File: config.mk
export PLATFORM = sky130hd
export DESIGN_NAME = srl32_fifo
export DESIGN_NICKNAME = d
export VERILOG_FILES = /design/src/rtl/srl32_fifo.sv
export SDC_FILE = /design/constraint.sdc
export NUM_CORES = 1
export LEC_CHECK = 0
export BUFFER_PORTS_ARGS = -buffer_cell sky130_fd_sc_hd__buf_2
export CAP_MARGIN = 30
export CORE_MARGIN = 8
export CORE_UTILIZATION = 62
export DETAILED_ROUTE_END_ITERATION = 12
export GPL_TIMING_DRIVEN = 0
export PLACE_DENSITY = 0.83
export SLEW_MARGIN = 20
export SYNTH_ARGS = -nofsm -noshare
export SYNTH_HDL_FRONTEND = slang
export SYNTH_SLANG_ARGS = --single-unit
File: constraint.sdc
create_clock -name CLK -period 8.6 [get_ports CLK]
set_input_delay 0.43 -clock CLK [delete_from_list [all_inputs] [get_ports CLK]]
set_output_delay 0.43 -clock CLK [all_outputs]
set_load 0.005 [all_outputs]
File: src/rtl/srl32_fifo.sv
// rtl/srl32_fifo.sv - 32-deep SRL32E-based FWFT FIFO; SRL32_FIFO_OREG_EN adds a registered output stage
module srl32_fifo #(
    parameter int WIDTH     = 8,
    parameter int AFULL_THR = 28
) (
    input  logic             CLK,
    input  logic             RST,
    input  logic             WR_EN,
    input  logic [WIDTH-1:0] DIN,
    output logic             FULL,
    output logic             AFULL,
    input  logic             RD_EN,
    output logic [WIDTH-1:0] DOUT,
    output logic             EMPTY,
    output logic [5:0]       COUNT
);

    logic [5:0]       cnt;
    logic [4:0]       rd_addr;
    logic             wr_acc;
    logic             rd_acc;
    logic             pop;
    logic [WIDTH-1:0] srl_q;

    assign rd_addr = 5'(cnt - 6'd1);
    assign FULL    = (cnt == 6'd32);
    assign AFULL   = (cnt >= 6'(AFULL_THR));
    assign wr_acc  = WR_EN & ~FULL;
    assign rd_acc  = RD_EN & ~EMPTY;

    // One 32-bit shift register per data bit, no reset, shared CE and address: maps onto SRL32E
    for (genvar i = 0; i < WIDTH; i++) begin : g_srl
        logic [31:0] sr;
        always_ff @(posedge CLK) begin
            if (wr_acc) begin
                sr <= {sr[30:0], DIN[i]};
            end
        end
        assign srl_q[i] = sr[rd_addr];
    end

    always_ff @(posedge CLK) begin
        if (RST) begin
            cnt <= 6'd0;
        end else begin
            case ({wr_acc, pop})
                2'b10:   cnt <= cnt + 6'd1;
                2'b01:   cnt <= cnt - 6'd1;
                default: cnt <= cnt;
            endcase
        end
    end

`ifdef SRL32_FIFO_OREG_EN
    logic             ov;
    logic [WIDTH-1:0] dout_q;

    // Pull the oldest SRL word into the output register whenever it is free or being consumed
    assign pop = (cnt != 6'd0) & (~ov | rd_acc);

    always_ff @(posedge CLK) begin
        if (RST) begin
            ov <= 1'b0;
        end else if (pop) begin
            ov <= 1'b1;
        end else if (rd_acc) begin
            ov <= 1'b0;
        end
    end

    always_ff @(posedge CLK) begin
        if (pop) begin
            dout_q <= srl_q;
        end
    end

    assign EMPTY = ~ov;
    assign DOUT  = dout_q;
    assign COUNT = cnt + {5'd0, ov};
`else
    assign pop   = rd_acc;
    assign EMPTY = (cnt == 6'd0);
    assign DOUT  = srl_q;
    assign COUNT = cnt;
`endif

endmodule

==> results.ini, run 1 <==
[worst_setup_path]
crit_slowest_cell = buf_1
crit_chain = buf_6 > buf_2 > inv_1 > ha_1 > buf_2 > buf_1 > mux4_2 > a211oi_1 > nor4_1 > buf_2
worstPathArrival_ns = 4.10
crit_fanout = 10
slowest_delay_ns = 0.74
critPathCaptureType = output pin
path_class = flop to output pin
crit_buf_inv = 6
critPathLaunchType = flop
cp_top_family = buffers and inverters
path_common_cell = buf_2
crit_required_ns = 8.17

[global_route]
first_global_vias = 5298
grt_max_degree = 129
grtUsageTotal_pct = 18.7
gr-total-overflow = 0
antenna_found_initial = 0
grt_pass1_wl_um = 30700

[cts]
cts_buffers = 26
cts_root_buffer = clkbuf_16
cts_buffer_depth = 3
cts_hold_buf = 0
htreeDepth = 1
clk_pin_slew_worst_paths_ns = 0.06
clock_latency_ns = 0.52
cts_tree = done
cts_sinks = 262
ctsResizeCount = 0
post_cts_buffers = 0

[placement]
place_inst = 735
hpwl_um = 12000
port_buffers = 28
gp_congestion = 0.872

[power]
powerDensity_nw_per_um2 = 351
ir_worst_vdd_uv = 237
leakage_nw = 3.88

[timing]
fmaxAchievable_mhz = 221
worst_pin_slew_ns = 0.929
setup_violations = 0
whs_ns = 0.0930
fin_tns_setup_ns = 0
finalClockSkew_ns = 0.0160
fin_crit_sh_pct = 52.7
rsz0062_at_grt = no
slew-limit-headroom_pct = 38.0
hold_viol = 0
slew_viol_final = 0
min_period_ns = 4.53

[route]
ant_nets = 0
drc = 0
vias = 5001
vias_per_cell = 6.39
wl_um = 19600
drt_iter0_drc = 586
drtPass1Iterations = 5
wl_per_cell_um = 25.1

[logic_synthesis]
synth_flop_cell = edfxtp_1
syn_area_um2 = 10400
yosysWarnings = 0
synth_edf_count = 256
synthCells = 485
yosysSeqAreaShare_pct = 75.4
async_flop_share_pct = 0
syn_avg_cell_area_um2 = 21.4
synth_cell_types = 38
synth-seq-cells = 262
syn-num-nets = 501

[min_path]
hold_class = input pin to flop

[floorplanning]
start_util_pct = 62.9
die_h_um = 145
die_w_um = 145
core.rowCount = 47
coreArea_um2 = 16500
ios = 29
die_area_um2 = 21100

[layout]
nets = 559
stdcell_count = 783
drive_gt1_share_pct = 30.2
syn_to_final_growth_pct = 12.0
n_antenna_cell = 0

[run_status]
outcome = finished clean

[job]
drv_cap = 0

[cell type report]
type	instances	area [um^2]
Tap cell	220	275
Clock buffer	32	694
Inverter	5	26.3
Clock inverter	16	73.8
Buffer	26	143
Timing Repair Buffer	30	195
Sequential cell	262	7810
Multi-Input combinational cell	192	2390
Fill cell	967	4860
[cells in the final DEF, fill, tap and decap left out, types with 2 or more instances in the layout]
cell / n
ha_1: 4
o21ai_1: 2
clkinv_2: 7
nor2_1: 6
edfxtp_1: 256
xnor2_1: 2
clkinv_1: 8
clkbuf_16: 27
nand2_1: 5
nor4_1: 8
a21oi_1: 21
mux4_2: 64
nor3_1: 2
a211oi_1: 9
clkbuf_1: 10
xor2_1: 4
buf_4: 6
inv_1: 4
o21ai_0: 2
nor3b_1: 2
nor2b_1: 19
buf_16: 2
or3_1: 3
buf_2: 40
buf_1: 2
nand4b_1: 2
a221oi_1: 8
dfxtp_1: 6
o22a_1: 2
mux2_2: 16
[stage by stage]
step / utilization [%] / worst slack, ns / power, mW / cell area [um^2]
after floorplan: - / 1.85 / 2.62 / 10400
after global placement: 65.4 / 0.531 / 3.01 / 10800
after detailed placement: 65.8 / 4.64 / 3.07 / 10800
after CTS: 70.5 / 4.02 / 4.11 / 11600
after global routing: 70.5 / 3.91 / 4.25 / 11600
final: 70.5 / 4.07 / 4.08 / 11600
[kinds of logic after synthesis]
logic type	Yosys count	synth area share (%)
flip-flops	262	75.4
multiplexers	81	15.8
AND/OR/NAND/NOR	53	3.13
AO/OA/AOI/OAI	48	3.19
buffers and inverters	31	1.56
XOR/XNOR	6	0.507
adder cells (fa/ha/maj)	4	0.483
[synthesized netlist by cell type, drive strengths merged (2+ instances only)]
library cell	count	area, um^2
a221oi	8	70.1
nor2b	19	119
o22a	2	17.5
or3	4	30.0
inv	5	18.8
xnor2	2	17.5
mux2	16	180
a211oi	9	67.6
nor4	8	50.1
nor3	2	10.0
ha	4	50.1
a21oi	21	105
nor2	6	22.5
nand4b	2	17.5
edfxtp	256	7690
buf	21	124
dfxtp	6	120
nand2	5	18.8
xor2	4	35.0
mux4	64	1440
clkbuf	5	18.8
nor3b	2	15.0
o21ai	4	20.0
[layer usage]
layer	GRT usage, %	vias to the layer above	part of all wire [%]
li1	-	2159	-
met1	23.4	2610	38
met2	33.2	189	53
met3	2.83	43	6.0
met4	5.73	0	2.5
met5	0	-	0
[power breakdown]
part | internal (mW) | switching (mW)
combinational | 0.622 | 0.755
sequential | 1.60 | 0.0839
clock | 0.571 | 0.447
total | 2.79 | 1.29
[state kept, by name, summed over array words and instances, names as in the netlist]
signal,flops
COUNT,6
g_srl.sr,256
[final timing paths]
| kind | slack [ns] | end | depth (start not counted) | startpoint |
|---|---|---|---|---|
| min reg2reg | 0.43 | g_srl[3].sr[17]$_DFFE_PP_ | 0 | g_srl[3].sr[16]$_DFFE_PP_ |
| max | 4.07 | DOUT[5] | 10 | COUNT[0]$_SDFFE_PP0P_ |
| min | 0.09 | g_srl[2].sr[0]$_DFFE_PP_ | 1 | DIN[2] |
| max reg2reg | 5.56 | COUNT[5]$_SDFFE_PP0P_ | 12 | COUNT[0]$_SDFFE_PP0P_ |
(Power assumes the default switching activity.)
==> run 2, diff against run 1 <==
CORE_UTILIZATION = 56   (was 62)
PLACE_DENSITY = 0.8   (was 0.83)
clock period = 3.9 ns   (was 8.6 ns; I/O delays follow)
==> run 2 against run 1 <==
  * Routed wire length rose by 0.31%
  * Final area rose by 3.0%
  * Flip-flop and latch count stayed put
  * Cell count grew 3.1%
  * Via count rose by 2.6%
  * Sequential share of layout area shrank 1.9 points
  * Sequential power rose by 120%
  * Register-to-register slack lost 5.3 ns
  * Critical path type unchanged
  * Highest routed layer unchanged
==> results.ini, run 2 (same netlist as run 1, synthesis figures left out) <==
[power]
ir_worst_vdd_uv = 489
leakage_nw = 4.03
swShare_pct = 30.7
internal-power_mw = 6.43
pwr-share-comb_pct = 33.3
power.switching_mw = 2.85
pwr-share-seq_pct = 39.9
powerDensity_nw_per_um2 = 776
p_clk_share_pct = 26.8

[route]
drt_iter0_drc = 497
drtPass1Iterations = 7
vias_per_cell = 6.36
wl_um = 19700
wl_per_cell_um = 24.4
ant_nets = 0
drc = 0
vias = 5129

[timing]
worst_pin_slew_ns = 0.849
fin_tns_setup_ns = 0
hold_viol = 0
slew_viol_final = 0
min_period_ns = 3.73
slew-limit-headroom_pct = 43.1
fmaxAchievable_mhz = 268
finalClockSkew_ns = 0.0122
whs_ns = 0.399
setup_violations = 0
rsz0062_at_grt = no
fin_crit_sh_pct = 95.7

[floorplanning]
die_w_um = 152
start_util_pct = 57.3
core.rowCount = 49
coreArea_um2 = 18100
die_h_um = 152
ios = 29
die_area_um2 = 23100

[cts]
cts_tree = done
cts_buffer_depth = 3
clock_latency_ns = 0.52
cts_root_buffer = clkbuf_16
cts_buffers = 26
clk_pin_slew_worst_paths_ns = 0.06
cts_sinks = 262
htreeDepth = 1
post_cts_buffers = 0

[layout]
layout_common_cells = 256 x edfxtp_1, 64 x mux4_2, 41 x buf_2
regMostFlops = g_srl.sr
nFillCells = 1096
syn_to_final_growth_pct = 15.4
n_antenna_cell = 0
stdcell_count = 807
drive_gt1_share_pct = 33.6
largest_reg_flops = 256
fin_util_pct = 66.1
seq_area_um2 = 7810
final_common_cell = edfxtp_1
multi_input_area_um2 = 2420
nets = 574

[run_status]
outcome = finished clean

[global_route]
grtUsageMet1_pct = 22.0
antenna_found_initial = 0
grt_util_met2_pct = 29.2
grt_max_degree = 37
gr-total-overflow = 0
grt.busiest_layer = met2
first_global_vias = 5386
grtUsageTotal_pct = 17.0
grt_pass1_wl_um = 30900
use_met3_pct = 2.95

[worst_setup_path]
crit_buf_inv = 3
worstSetupPathDepth = 8
critPathLaunchType = flop
crit_slowest_cell = clkbuf_1
path_class = flop to output pin
slowest_delay_ns = 0.64
crit_start = COUNT[1]$_SDFFE_PP0P_
worstPathArrival_ns = 3.54
crit_required_ns = 3.70
reg2regPathDepth = 12
rr_startpoint = COUNT[1]$_SDFFE_PP0P_
critPathCaptureType = output pin
crit_chain = inv_1 > ha_4 > clkbuf_1 > mux4_2 > nor2b_1 > a221oi_1 > nor4_1 > buf_2
crit_fanout = 10
cp_top_family = buffers and inverters

[min_path]
hold_class = input pin to flop
hold_depth = 2
worstHoldStart = DIN[3]

[placement]
place_inst = 749
port_buffers = 28
hpwl_um = 12600
gp_congestion = 0.872

[job]
drv_cap = 0

-- run 2: cell types whose count changed in the layout (fill, tap and decap cells not counted), moves of 3 or more --
cell           previous run  this run
dlygate4sd3_1             0         9
clkbuf_8                  0         8
buf_12                    0         7
clkinv_1                  8         1
clkbuf_1                 10         7
-- run 2: worst register-to-register path: cells and delay by family (launching register included) --
kind          cells  cell delay (ns)
buf+inv           9             2.33
simple gates      2             0.20
flops             1             0.55
fa+ha+maj         1             0.21
-- run 2: worst paths after layout --
kind,slack [ns],to
hold reg to reg,0.44,g_srl[2].sr[19]$_DFFE_PP_
setup / recovery,0.17,DOUT[5]
hold / removal,0.40,g_srl[3].sr[0]$_DFFE_PP_
setup reg to reg,0.30,g_srl[2].sr[28]$_DFFE_PP_
-- run 2: routing by layer --
layer / routed length [um] / vias up
li1: - / 2187
met1: 7860 / 2656
met2: 10100 / 248
met3: 1380 / 38
met4: 391 / 0
met5: 0 / -
-- run 2: timing repair --
item	in CTS	in global routing
gates resized for setup	3	4
gates cloned	0	1
hold buffers	9	0
endpoints found under the hold margin	14	0
endpoints found under the setup margin	6	33
-- run 2: layout make-up --
cell class	instances	area share (%)
flip-flops and latches	262	65.4
multi-input cells	192	20.3
clock buffers	40	6.73
repair buffers	44	3.10
well taps	229	2.40
plain buffers	26	1.35
clock inverters	8	0.565
inverters	5	0.209
repair inverters	1	0.0419
-- run 2: power by group through the flow --
stage	logic (mW)	registers (mW)	clock network (mW)
CTS	3.10	3.70	2.54
global placement	2.90	3.76	0
global route	3.26	3.74	2.64
detailed placement	3.05	3.75	0
finish	3.09	3.70	2.48
floorplan	2.07	3.72	0
-- run 2: through the flow --
stage          power (mW)  cell area, um^2  setup WS [ns]
2_1_floorplan        5.79            10400          -1.24
3_3_place_gp         6.66            10800          -2.31
3_5_place_dp         6.80            11000          0.179
4_1_cts              9.34            11900        0.00412
5_1_grt              9.64            11900       0.000872
6_report             9.27            11900          0.167
